### src/rtl/rocc_dispatch.sv
// RoCC command/response dispatcher: buffers core commands, routes them to one of
// NUM_ACC accelerators by funct7, and merges accelerator responses. Define
// ROCC_DISPATCH_RR_EN for round-robin response arbitration (fixed priority otherwise).
module rocc_dispatch #(
  parameter int NUM_ACC            = 4,
  parameter int ACC_DATA_WIDTH     = 64,
  parameter int ACC_INSTR_WIDTH    = 32,
  parameter int ACC_REG_ADDR_WIDTH = 5,
  parameter int CMD_FIFO_DEPTH     = 4,
  parameter int RESP_FIFO_DEPTH    = 4,
  parameter int MAX_OUTSTANDING    = 8,
  parameter int IDX_W              = $clog2(NUM_ACC)
) (
  input  logic                                     clk_i,
  input  logic                                     rst_ni,
  input  logic                                     cmd_valid_i,
  output logic                                     cmd_ready_o,
  input  logic [ACC_INSTR_WIDTH-1:0]               cmd_instr_i,
  input  logic [ACC_DATA_WIDTH-1:0]                cmd_rs1_i,
  input  logic [ACC_DATA_WIDTH-1:0]                cmd_rs2_i,
  output logic                                     resp_valid_o,
  input  logic                                     resp_ready_i,
  output logic [ACC_DATA_WIDTH-1:0]                resp_data_o,
  output logic [ACC_REG_ADDR_WIDTH-1:0]            resp_rd_o,
  output logic [NUM_ACC-1:0]                       acc_cmd_valid_o,
  input  logic [NUM_ACC-1:0]                       acc_cmd_ready_i,
  output logic [ACC_INSTR_WIDTH-1:0]               acc_cmd_instr_o,
  output logic [ACC_DATA_WIDTH-1:0]                acc_cmd_rs1_o,
  output logic [ACC_DATA_WIDTH-1:0]                acc_cmd_rs2_o,
  input  logic [NUM_ACC-1:0]                       acc_resp_valid_i,
  output logic [NUM_ACC-1:0]                       acc_resp_ready_o,
  input  logic [NUM_ACC*ACC_DATA_WIDTH-1:0]        acc_resp_data_i,
  input  logic [NUM_ACC*ACC_REG_ADDR_WIDTH-1:0]    acc_resp_rd_i,
  output logic                                     busy_o,
  output logic                                     cmd_err_o
);

  localparam int CMD_AW  = $clog2(CMD_FIFO_DEPTH);
  localparam int RESP_AW = $clog2(RESP_FIFO_DEPTH);
  localparam int CNT_W   = $clog2(MAX_OUTSTANDING + 1);
  localparam logic [IDX_W:0]     NUM_ACC_L = (IDX_W + 1)'(NUM_ACC);
  localparam logic [CNT_W-1:0]   MAX_OUT_L = CNT_W'(MAX_OUTSTANDING);

  // Command buffer: storage is not reset, only the pointers are.
  logic [ACC_INSTR_WIDTH-1:0] cmd_instr_mem [CMD_FIFO_DEPTH];
  logic [ACC_DATA_WIDTH-1:0]  cmd_rs1_mem   [CMD_FIFO_DEPTH];
  logic [ACC_DATA_WIDTH-1:0]  cmd_rs2_mem   [CMD_FIFO_DEPTH];
  logic [CMD_AW:0]            cmd_wptr_q, cmd_wptr_d, cmd_rptr_q, cmd_rptr_d;
  logic                       cmd_empty, cmd_full, cmd_push, cmd_pop, cmd_hs;

  logic [ACC_INSTR_WIDTH-1:0] head_instr;
  logic [ACC_DATA_WIDTH-1:0]  head_rs1, head_rs2;
  logic [IDX_W-1:0]           head_idx;
  logic                       head_xd, head_legal, stall, dispatch_req;

  logic [CNT_W-1:0]           out_cnt_q, out_cnt_d;
  logic                       resp_hs, cnt_inc, cnt_dec;

  logic [ACC_DATA_WIDTH-1:0]     resp_data_mem [RESP_FIFO_DEPTH];
  logic [ACC_REG_ADDR_WIDTH-1:0] resp_rd_mem   [RESP_FIFO_DEPTH];
  logic [RESP_AW:0]              resp_wptr_q, resp_wptr_d, resp_rptr_q, resp_rptr_d;
  logic                          resp_empty, resp_full, resp_push;

  logic [NUM_ACC-1:0]         grant;
  logic [IDX_W-1:0]           grant_idx;

  assign cmd_empty = (cmd_wptr_q == cmd_rptr_q);
  assign cmd_full  = (cmd_wptr_q[CMD_AW] != cmd_rptr_q[CMD_AW]) &&
                     (cmd_wptr_q[CMD_AW-1:0] == cmd_rptr_q[CMD_AW-1:0]);
  assign cmd_ready_o = !cmd_full;
  assign cmd_push    = cmd_valid_i && !cmd_full;

  // Payload reads as zero while empty so outputs are defined without resetting storage.
  always_comb begin
    head_instr = '0;
    head_rs1   = '0;
    head_rs2   = '0;
    if (!cmd_empty) begin
      head_instr = cmd_instr_mem[cmd_rptr_q[CMD_AW-1:0]];
      head_rs1   = cmd_rs1_mem[cmd_rptr_q[CMD_AW-1:0]];
      head_rs2   = cmd_rs2_mem[cmd_rptr_q[CMD_AW-1:0]];
    end
  end

  assign head_idx     = head_instr[25 +: IDX_W];
  assign head_xd      = head_instr[14];
  assign head_legal   = ({1'b0, head_idx} < NUM_ACC_L);
  assign stall        = head_xd && (out_cnt_q == MAX_OUT_L);
  assign dispatch_req = !cmd_empty && head_legal && !stall;

  assign acc_cmd_instr_o = head_instr;
  assign acc_cmd_rs1_o   = head_rs1;
  assign acc_cmd_rs2_o   = head_rs2;

  always_comb begin
    acc_cmd_valid_o = '0;
    for (int i = 0; i < NUM_ACC; i++) begin
      if (dispatch_req && (head_idx == IDX_W'(i))) acc_cmd_valid_o[i] = 1'b1;
    end
  end

  // An illegal head is dropped in the cycle it surfaces, flagged by cmd_err_o.
  assign cmd_hs    = |(acc_cmd_valid_o & acc_cmd_ready_i);
  assign cmd_err_o = !cmd_empty && !head_legal;
  assign cmd_pop   = cmd_hs || cmd_err_o;

  always_comb begin
    cmd_wptr_d = cmd_wptr_q;
    cmd_rptr_d = cmd_rptr_q;
    if (cmd_push) cmd_wptr_d = cmd_wptr_q + (CMD_AW + 1)'(1);
    if (cmd_pop)  cmd_rptr_d = cmd_rptr_q + (CMD_AW + 1)'(1);
  end

  always_ff @(posedge clk_i) begin
    if (cmd_push) begin
      cmd_instr_mem[cmd_wptr_q[CMD_AW-1:0]] <= cmd_instr_i;
      cmd_rs1_mem[cmd_wptr_q[CMD_AW-1:0]]   <= cmd_rs1_i;
      cmd_rs2_mem[cmd_wptr_q[CMD_AW-1:0]]   <= cmd_rs2_i;
    end
  end

  // Outstanding xd=1 commands; saturates at zero when an unsolicited response drains.
  assign resp_hs = resp_valid_o && resp_ready_i;
  assign cnt_inc = cmd_hs && head_xd;
  assign cnt_dec = resp_hs && (out_cnt_q != '0);

  always_comb begin
    out_cnt_d = out_cnt_q;
    if (cnt_inc && !cnt_dec)      out_cnt_d = out_cnt_q + CNT_W'(1);
    else if (cnt_dec && !cnt_inc) out_cnt_d = out_cnt_q - CNT_W'(1);
  end

  assign busy_o = !cmd_empty || (out_cnt_q != '0);

`ifdef ROCC_DISPATCH_RR_EN
  logic [IDX_W-1:0] rr_ptr_q, rr_ptr_d;

  always_comb begin
    int  j;
    logic found;
    j         = 0;
    found     = 1'b0;
    grant     = '0;
    grant_idx = '0;
    for (int k = 0; k < NUM_ACC; k++) begin
      j = int'(rr_ptr_q) + k;
      if (j >= NUM_ACC) j = j - NUM_ACC;
      if (!found && acc_resp_valid_i[j]) begin
        found     = 1'b1;
        grant[j]  = 1'b1;
        grant_idx = IDX_W'(j);
      end
    end
  end

  always_comb begin
    rr_ptr_d = rr_ptr_q;
    if (resp_push) rr_ptr_d = (grant_idx == IDX_W'(NUM_ACC - 1)) ? '0 : grant_idx + IDX_W'(1);
  end

  always_ff @(posedge clk_i or negedge rst_ni) begin
    if (!rst_ni) rr_ptr_q <= '0;
    else         rr_ptr_q <= rr_ptr_d;
  end
`else
  always_comb begin
    logic found;
    found     = 1'b0;
    grant     = '0;
    grant_idx = '0;
    for (int k = 0; k < NUM_ACC; k++) begin
      if (!found && acc_resp_valid_i[k]) begin
        found     = 1'b1;
        grant[k]  = 1'b1;
        grant_idx = IDX_W'(k);
      end
    end
  end
`endif

  assign resp_empty = (resp_wptr_q == resp_rptr_q);
  assign resp_full  = (resp_wptr_q[RESP_AW] != resp_rptr_q[RESP_AW]) &&
                      (resp_wptr_q[RESP_AW-1:0] == resp_rptr_q[RESP_AW-1:0]);
  assign acc_resp_ready_o = resp_full ? '0 : grant;
  assign resp_push        = |acc_resp_ready_o;
  assign resp_valid_o     = !resp_empty;
  assign resp_data_o      = resp_empty ? '0 : resp_data_mem[resp_rptr_q[RESP_AW-1:0]];
  assign resp_rd_o        = resp_empty ? '0 : resp_rd_mem[resp_rptr_q[RESP_AW-1:0]];

  always_comb begin
    resp_wptr_d = resp_wptr_q;
    resp_rptr_d = resp_rptr_q;
    if (resp_push) resp_wptr_d = resp_wptr_q + (RESP_AW + 1)'(1);
    if (resp_hs)   resp_rptr_d = resp_rptr_q + (RESP_AW + 1)'(1);
  end

  always_ff @(posedge clk_i) begin
    if (resp_push) begin
      resp_data_mem[resp_wptr_q[RESP_AW-1:0]] <=
        acc_resp_data_i[int'(grant_idx)*ACC_DATA_WIDTH +: ACC_DATA_WIDTH];
      resp_rd_mem[resp_wptr_q[RESP_AW-1:0]] <=
        acc_resp_rd_i[int'(grant_idx)*ACC_REG_ADDR_WIDTH +: ACC_REG_ADDR_WIDTH];
    end
  end

  always_ff @(posedge clk_i or negedge rst_ni) begin
    if (!rst_ni) begin
      cmd_wptr_q  <= '0;
      cmd_rptr_q  <= '0;
      resp_wptr_q <= '0;
      resp_rptr_q <= '0;
      out_cnt_q   <= '0;
    end else begin
      cmd_wptr_q  <= cmd_wptr_d;
      cmd_rptr_q  <= cmd_rptr_d;
      resp_wptr_q <= resp_wptr_d;
      resp_rptr_q <= resp_rptr_d;
      out_cnt_q   <= out_cnt_d;
    end
  end

endmodule

### config.mk
export PLATFORM = sky130hd
export DESIGN_NAME = rocc_dispatch
export DESIGN_NICKNAME = d
export VERILOG_FILES = /design/src/rtl/rocc_dispatch.sv
export SDC_FILE = /design/constraint.sdc
export NUM_CORES = 1
export LEC_CHECK = 0
export CAP_MARGIN = 20
export CORE_MARGIN = 2
export CORE_UTILIZATION = 31
export DETAILED_ROUTE_END_ITERATION = 10
export DONT_BUFFER_PORTS = 1
export PLACE_DENSITY_LB_ADDON = 0.15
export SLEW_MARGIN = 20
export SYNTH_ARGS = -nofsm -noshare
export SYNTH_HDL_FRONTEND = slang
export SYNTH_SLANG_ARGS = --single-unit
### constraint.sdc
create_clock -name clk_i -period 5.1 [get_ports clk_i]
set_input_delay 0.51 -clock clk_i [delete_from_list [all_inputs] [get_ports clk_i]]
set_output_delay 0.51 -clock clk_i [all_outputs]
set_load 0.01 [all_outputs]
==> results of run 1 <==
## logic make-up after synthesis
family,Yosys count,share of synthesized area
flip-flops,932,0.7504
multiplexers,306,0.1830
AND/OR/NAND/NOR,271,0.04474
buffers and inverters,97,0.01110
XOR/XNOR,18,0.004239
adder cells (fa/ha/maj),14,0.004912
AO/OA/AOI/OAI,9,0.001548
other,1,0.0001008
## final timing paths
kind	slack [ns]	startpoint	end	cells past startpoint
min in group asynchronous	0.48	rst_ni	cmd_rptr_q[2]	2
worst max-delay path	0.85	cmd_rptr_q[1]	acc_cmd_valid_o[1]	5
worst min register to register	0.49	cmd_rptr_q[2]	cmd_rptr_q[2]	1
worst min-delay path	0.13	cmd_valid_i	cmd_wptr_q[0]	2
worst max register to register	1.27	cmd_rptr_q[0]	out_cnt_q[3]	13
max in group asynchronous	4.20	rst_ni	resp_rptr_q[1]	2
## power by group through the flow
| stage | clock, W | sequential [W] | combinational (W) |
|---|---|---|---|
| floorplan | 0 | 0.0115 | 0.00703 |
| global route | 0.00771 | 0.0117 | 0.0108 |
| finish | 0.00717 | 0.0115 | 0.00997 |
| global placement | 0 | 0.0116 | 0.0103 |
| CTS | 0.00740 | 0.0115 | 0.0105 |
| detailed placement | 0 | 0.0117 | 0.0103 |
## metrics by stage
stage            util  setup WS (ns)  instances
5_1_grt        0.3704         0.6553       3564
6_report       0.3705         0.8501       3567
2_1_floorplan       -          1.690       1648
3_3_place_gp   0.3290          1.250       3206
4_1_cts        0.3702         0.7012       3554
3_5_place_dp   0.3290          1.263       3206
## layout by cell type, fill, tap and decap left out, drive strengths merged
cell type and n:
mux4 298, o21ai 3, o22a 1, dfrtp 16, and3b 2, nand3 3
fa 1, nor3b 1, mux2 5, and3 4, bufinv 9, xor2 9
dlygate4sd3 162, or3b 1, clkinvlp 3, a21o 1, o32ai 1, ha 13
o21bai 1, nor2 10, nor2b 162, and2 74, nand3b 1, clkinv 45
nand2 6, mux2i 3, a21oi 2, buf 38, diode 12, clkbuf 126
edfxtp 916, nor3 4, nand2b 3, xnor2 9, conb 1, inv 9
## per-layer routing
layer / GRT usage / share of wire
met1: 0.1771 / 0.39
met2: 0.2513 / 0.51
met3: 0.04899 / 0.079
met4: 0.03547 / 0.016
met5: 0 / 0.0017
## flip-flops by register name, summed over array words and instances, names as in the netlist
| signal | flops |
|---|---|
| resp_data_mem | 256 |
| out_cnt_q | 4 |
| resp_rptr_q | 3 |
| cmd_instr_mem | 128 |
| cmd_rs2_mem | 256 |
| resp_rd_mem | 20 |
| cmd_rs1_mem | 256 |
| cmd_rptr_q | 3 |
| cmd_wptr_q | 3 |
| resp_wptr_q | 3 |
## cell type report
type,instances,share of cell area
clock buffers,126,0.06110
multi-input cells,619,0.2016
inverters,6,0.0005087
diodes,12,0.0006783
flip-flops and latches,932,0.6307
well taps,1612,0.04556
clock inverters,60,0.01348
repair buffers,200,0.04640
==> impl_metrics.json, run 1 <==
{
  "status": "complete, no violations",
  "p_int_w": 0.01880,
  "comb_power_share": 0.348,
  "critPathKind": "reg -> out",
  "min_period_over_period": 0.8333,
  "cp.arrival_ns": 3.74,
  "finalSetupViolCount": 0,
  "syn-instance-count": 1648,
  "critPathRequiredTime_ns": 4.59,
  "ant_nets": 0,
  "boundaryPins": 689,
  "portBuffers": 0,
  "power_w": 0.02862,
  "worstSkewPairLatency_ns": 0.67,
  "routed_wl_mm": 91.44,
  "clkSinkCount": 932,
  "cts.clk_slew.worst_paths_ns": 0.06,
  "synthToLayoutAreaGrowth_pct": 19.05,
  "synth_edf_count": 916,
  "numCtsBuffers": 102,
  "synth_ff_type": "edfxtp_1",
  "switching_share": 0.3432,
  "syn-num-nets": 2110,
  "yosys_warnings": 0,
  "post_cts_buffers": 0,
  "die_w_um": 350.4,
  "cp_max_fo": 48,
  "final-seq-area_um2": 27920,
  "synthArstFlopShare": 0.01717,
  "rows": 127,
  "crit_slowest_cell": "buf_4",
  "p_leak_nw": 13.98,
  "synth_most_common_cell": "edfxtp_1",
  "synth_common_cells": "916 x edfxtp_1, 297 x mux4_2, 162 x nor2b_1",
  "core_um2": 119500,
  "worst_path_most_repeated_cell": "buf_4",
  "die_y_um": 350.4,
  "overflow": 0,
  "worst_pin_slew_ns": 1.032,
  "synth_largest_area_cell": "edfxtp_1",
  "switchingPower_w": 0.009823,
  "globalRouteTotalUtil": 0.1463,
  "drive_above_1_share": 0.2568,
  "seq_power_share": 0.401,
  "fin_crit_ns": 4.250,
  "wl_per_cell_um": 25.64,
  "ir_drop_mv": 0.4511,
  "tritoncts": "done",
  "finalInstanceArea_um2": 44270,
  "synth_area_um2": 37190,
  "synth_cell_types": 37,
  "fillerInstances": 11020,
  "clock.fmax_mhz": 235.3,
  "place_hpwl_mm": 58.71,
  "grt_pass1_vias": 18470,
  "rsz0062_at_grt": "false",
  "slew_headroom": 0.3122,
  "worst_clock_skew_ns": 0.03126,
  "via_count": 17140,
  "crit_path_end_kind": "output port",
  "hold_ws_ns": 0.1270,
  "path_buf_inv": 2,
  "synth-seq-area-share": 0.7504,
  "gp_congestion": 0.8099,
  "multi_input_area_um2": 8926,
  "drtPass1Iterations": 4,
  "pwr-share-clk": 0.251,
  "synth_top_area_share": 0.7396,
  "setup_tns_ns": 0,
  "ys_ff_latch": 932,
  "cpPeakStageDelay_ns": 0.73,
  "post_cts_resized": 0,
  "grt_antenna_before_repair": 28,
  "grt_pass1_wl_mm": 131.0,
  "viasPerCell": 4.806,
  "num-nets-final": 2323,
  "maxSlewViolCount": 0,
  "hold_path.class": "in -> reg",
  "p_per_area_nw_per_um2": 646.4,
  "critPathLaunchType": "flop",
  "hold_buffers": 162,
  "place_area_um2": 39320,
  "design.die.area_um2": 122800,
  "hold_violations": 0,
  "crit_chain": "buf_4 > buf_4 > mux2_2 > o21ai_0 > nor2_1",
  "path_delay_family": "buffers and inverters",
  "grt_max_degree": 87,
  "htreeDepth": 3,
  "drc": 0,
  "clock-root-buffer": "clkbuf_16",
  "syn_area_per_cell_um2": 22.57,
  "drt-initial-drc-count": 991,
  "clock_path_buffers": 3,
  "start_util": 0.3112,
  "max_cap_viol_count": 0,
  "synth.area.top_cells": "edfxtp_1 74%, mux4_2 18%, nor2b_1 2.7%"
}
Power figures use the tool's default switching activity.
==> inputs of run 2 (changes only) <==
==> constraint.sdc (replaced) <==
create_clock -name clk_i -period 3.9 [get_ports clk_i]
set_input_delay 0.39 -clock clk_i [delete_from_list [all_inputs] [get_ports clk_i]]
set_output_delay 0.39 -clock clk_i [all_outputs]
set_load 0.01 [all_outputs]
==> run 2 against run 1 <==
Combinational power grew 34%. Cell count grew 0.56%. Power grew 32%. Sequential share of layout area shrank 0.34 points. Clock power grew 33%. Final area grew 0.55%. Register-to-register slack lost 0.79 ns. Critical path type unchanged. Largest cell class unchanged. Highest routed layer unchanged.
==> impl_metrics.json, run 2 (synthesized netlist as in run 1, its figures left out) <==
{
  "status": "complete, no violations",
  "rows": 127,
  "ant_nets": 0,
  "routed_wl_mm": 92.17,
  "boundaryPins": 689,
  "p_leak_nw": 14.09,
  "drtPass1Iterations": 6,
  "finalSetupViolCount": 0,
  "overflow": 0,
  "portBuffers": 0,
  "reg2reg_to": "out_cnt_q[3]",
  "num-nets-final": 2334,
  "grt_pass1_vias": 18760,
  "drive_above_1_share": 0.2607,
  "cts.clk_slew.worst_paths_ns": 0.06,
  "grt_max_degree": 84,
  "design.die.area_um2": 122800,
  "clock_path_buffers": 3,
  "grt_pass1_wl_mm": 131.4,
  "ir_drop_mv": 0.7097,
  "rsz0062_at_grt": "false",
  "worstSkewPairLatency_ns": 0.69,
  "crit_path_end_kind": "output port",
  "critPathLaunchType": "flop",
  "finalInstanceArea_um2": 44520,
  "reg2reg_from": "cmd_rptr_q[0]",
  "htreeDepth": 3,
  "drc": 0,
  "hold_violations": 0,
  "cp_max_fo": 42,
  "worst_pin_slew_ns": 1.044,
  "place_area_um2": 39470,
  "slew_headroom": 0.3040,
  "grt_antenna_before_repair": 29,
  "drt-initial-drc-count": 983,
  "die_y_um": 350.4,
  "p_per_area_nw_per_um2": 849.9,
  "die_w_um": 350.4,
  "numCtsBuffers": 103,
  "clock.fmax_mhz": 289.3,
  "worst_clock_skew_ns": 0.04156,
  "wl_per_cell_um": 25.69,
  "hold_path.class": "in -> reg",
  "mostFrequentLayoutCell": "edfxtp_1",
  "final_cell_mix": "916 x edfxtp_1, 297 x mux4_2, 163 x dlygate4sd3_1, 162 x nor2b_1, 103 x clkbuf_16",
  "maxSlewViolCount": 0,
  "clock-root-buffer": "clkbuf_16",
  "core_um2": 119500,
  "setup_tns_ns": 0,
  "hold_end": "resp_data_mem[2][22]",
  "viasPerCell": 4.770,
  "hold_ws_ns": 0.08453,
  "synthToLayoutAreaGrowth_pct": 19.69,
  "r2r_setup_slack_ns": 0.48,
  "whs_path_depth": 1,
  "cp.arrival_ns": 3.07,
  "min_from": "acc_resp_data_i[86]",
  "gp_congestion": 0.8144,
  "place_hpwl_mm": 59.19,
  "r2r_cells": 13,
  "critPathRequiredTime_ns": 3.51,
  "max_cap_viol_count": 0,
  "tritoncts": "done",
  "via_count": 17110,
  "clkSinkCount": 932,
  "critPathKind": "reg -> out",
  "fillerInstances": 11040,
  "start_util": 0.3112,
  "globalRouteTotalUtil": 0.1478,
  "min_period_over_period": 0.8864,
  "fin_crit_ns": 3.457
}
## run 2: per-stage QoR
stage                       util  setup slack (ns)  power (W)  instances
final                     0.3725            0.4430    0.03784       3587
after global routing      0.3725            0.1513    0.03995       3585
after CTS                 0.3722          0.006268    0.03883       3572
after detailed placement  0.3303            0.4747    0.02893       3216
after global placement    0.3299            0.4754    0.02881       3214
after floorplan                -            0.4903    0.02425       1648
## run 2: how the worst max path moves through the flow
stage | start | slack (ns) | depth (start not counted) | to
4_1_cts | cmd_rptr_q[0] | 0.006 | 4 | acc_cmd_instr_o[23]
3_5_place_dp | cmd_rptr_q[0] | 0.47 | 13 | out_cnt_q[3]
6_report | cmd_rptr_q[0] | 0.44 | 4 | acc_cmd_instr_o[24]
5_1_grt | cmd_rptr_q[0] | 0.15 | 4 | acc_cmd_instr_o[23]
3_3_place_gp | cmd_rptr_q[0] | 0.48 | 13 | out_cnt_q[3]
2_1_floorplan | cmd_rptr_q[0] | 0.49 | 5 | cmd_instr_mem[3][0]
## run 2: critical path: stages (launching register included)
cell,delay (ns)
dfrtp_4,0.48
buf_4,0.44
buf_6,0.57
mux4_2,0.62
nor2b_1,0.19
## run 2: power breakdown
part	switching, W	internal (W)
logic	0.00851	0.00491
registers	0.000604	0.0143
clock network	0.00392	0.00560
## run 2: layout make-up
cell class	count	area, um2	area share
Inverter	6	22.52	0.0005059
Multi-Input combinational cell	619	8926	0.2005
Tap cell	1612	2017	0.04531
Clock inverter	63	656.9	0.01476
Sequential cell	932	27920	0.6272
Antenna cell	15	37.54	0.0008432
Timing Repair Buffer	210	2225	0.04997
Clock buffer	130	2709	0.06085
## run 2: repair_timing
item                                   in CTS  in global routing
buffers inserted                            0                  0
setup endpoints to repair                   1                 42
resized for setup                           1                  1
hold buffers                              163                  0
endpoints found under the hold margin     661                  0
## run 2: layer usage
| metal | up-vias | wire length [um] | GRT usage |
|---|---|---|---|
| met5 | - | 259 | 0.007064 |
| met4 | 24 | 2154 | 0.04730 |
| li1 | 7307 | - | - |
| met1 | 9059 | 35500 | 0.1736 |
| met3 | 155 | 7758 | 0.05471 |
| met2 | 565 | 46500 | 0.2498 |
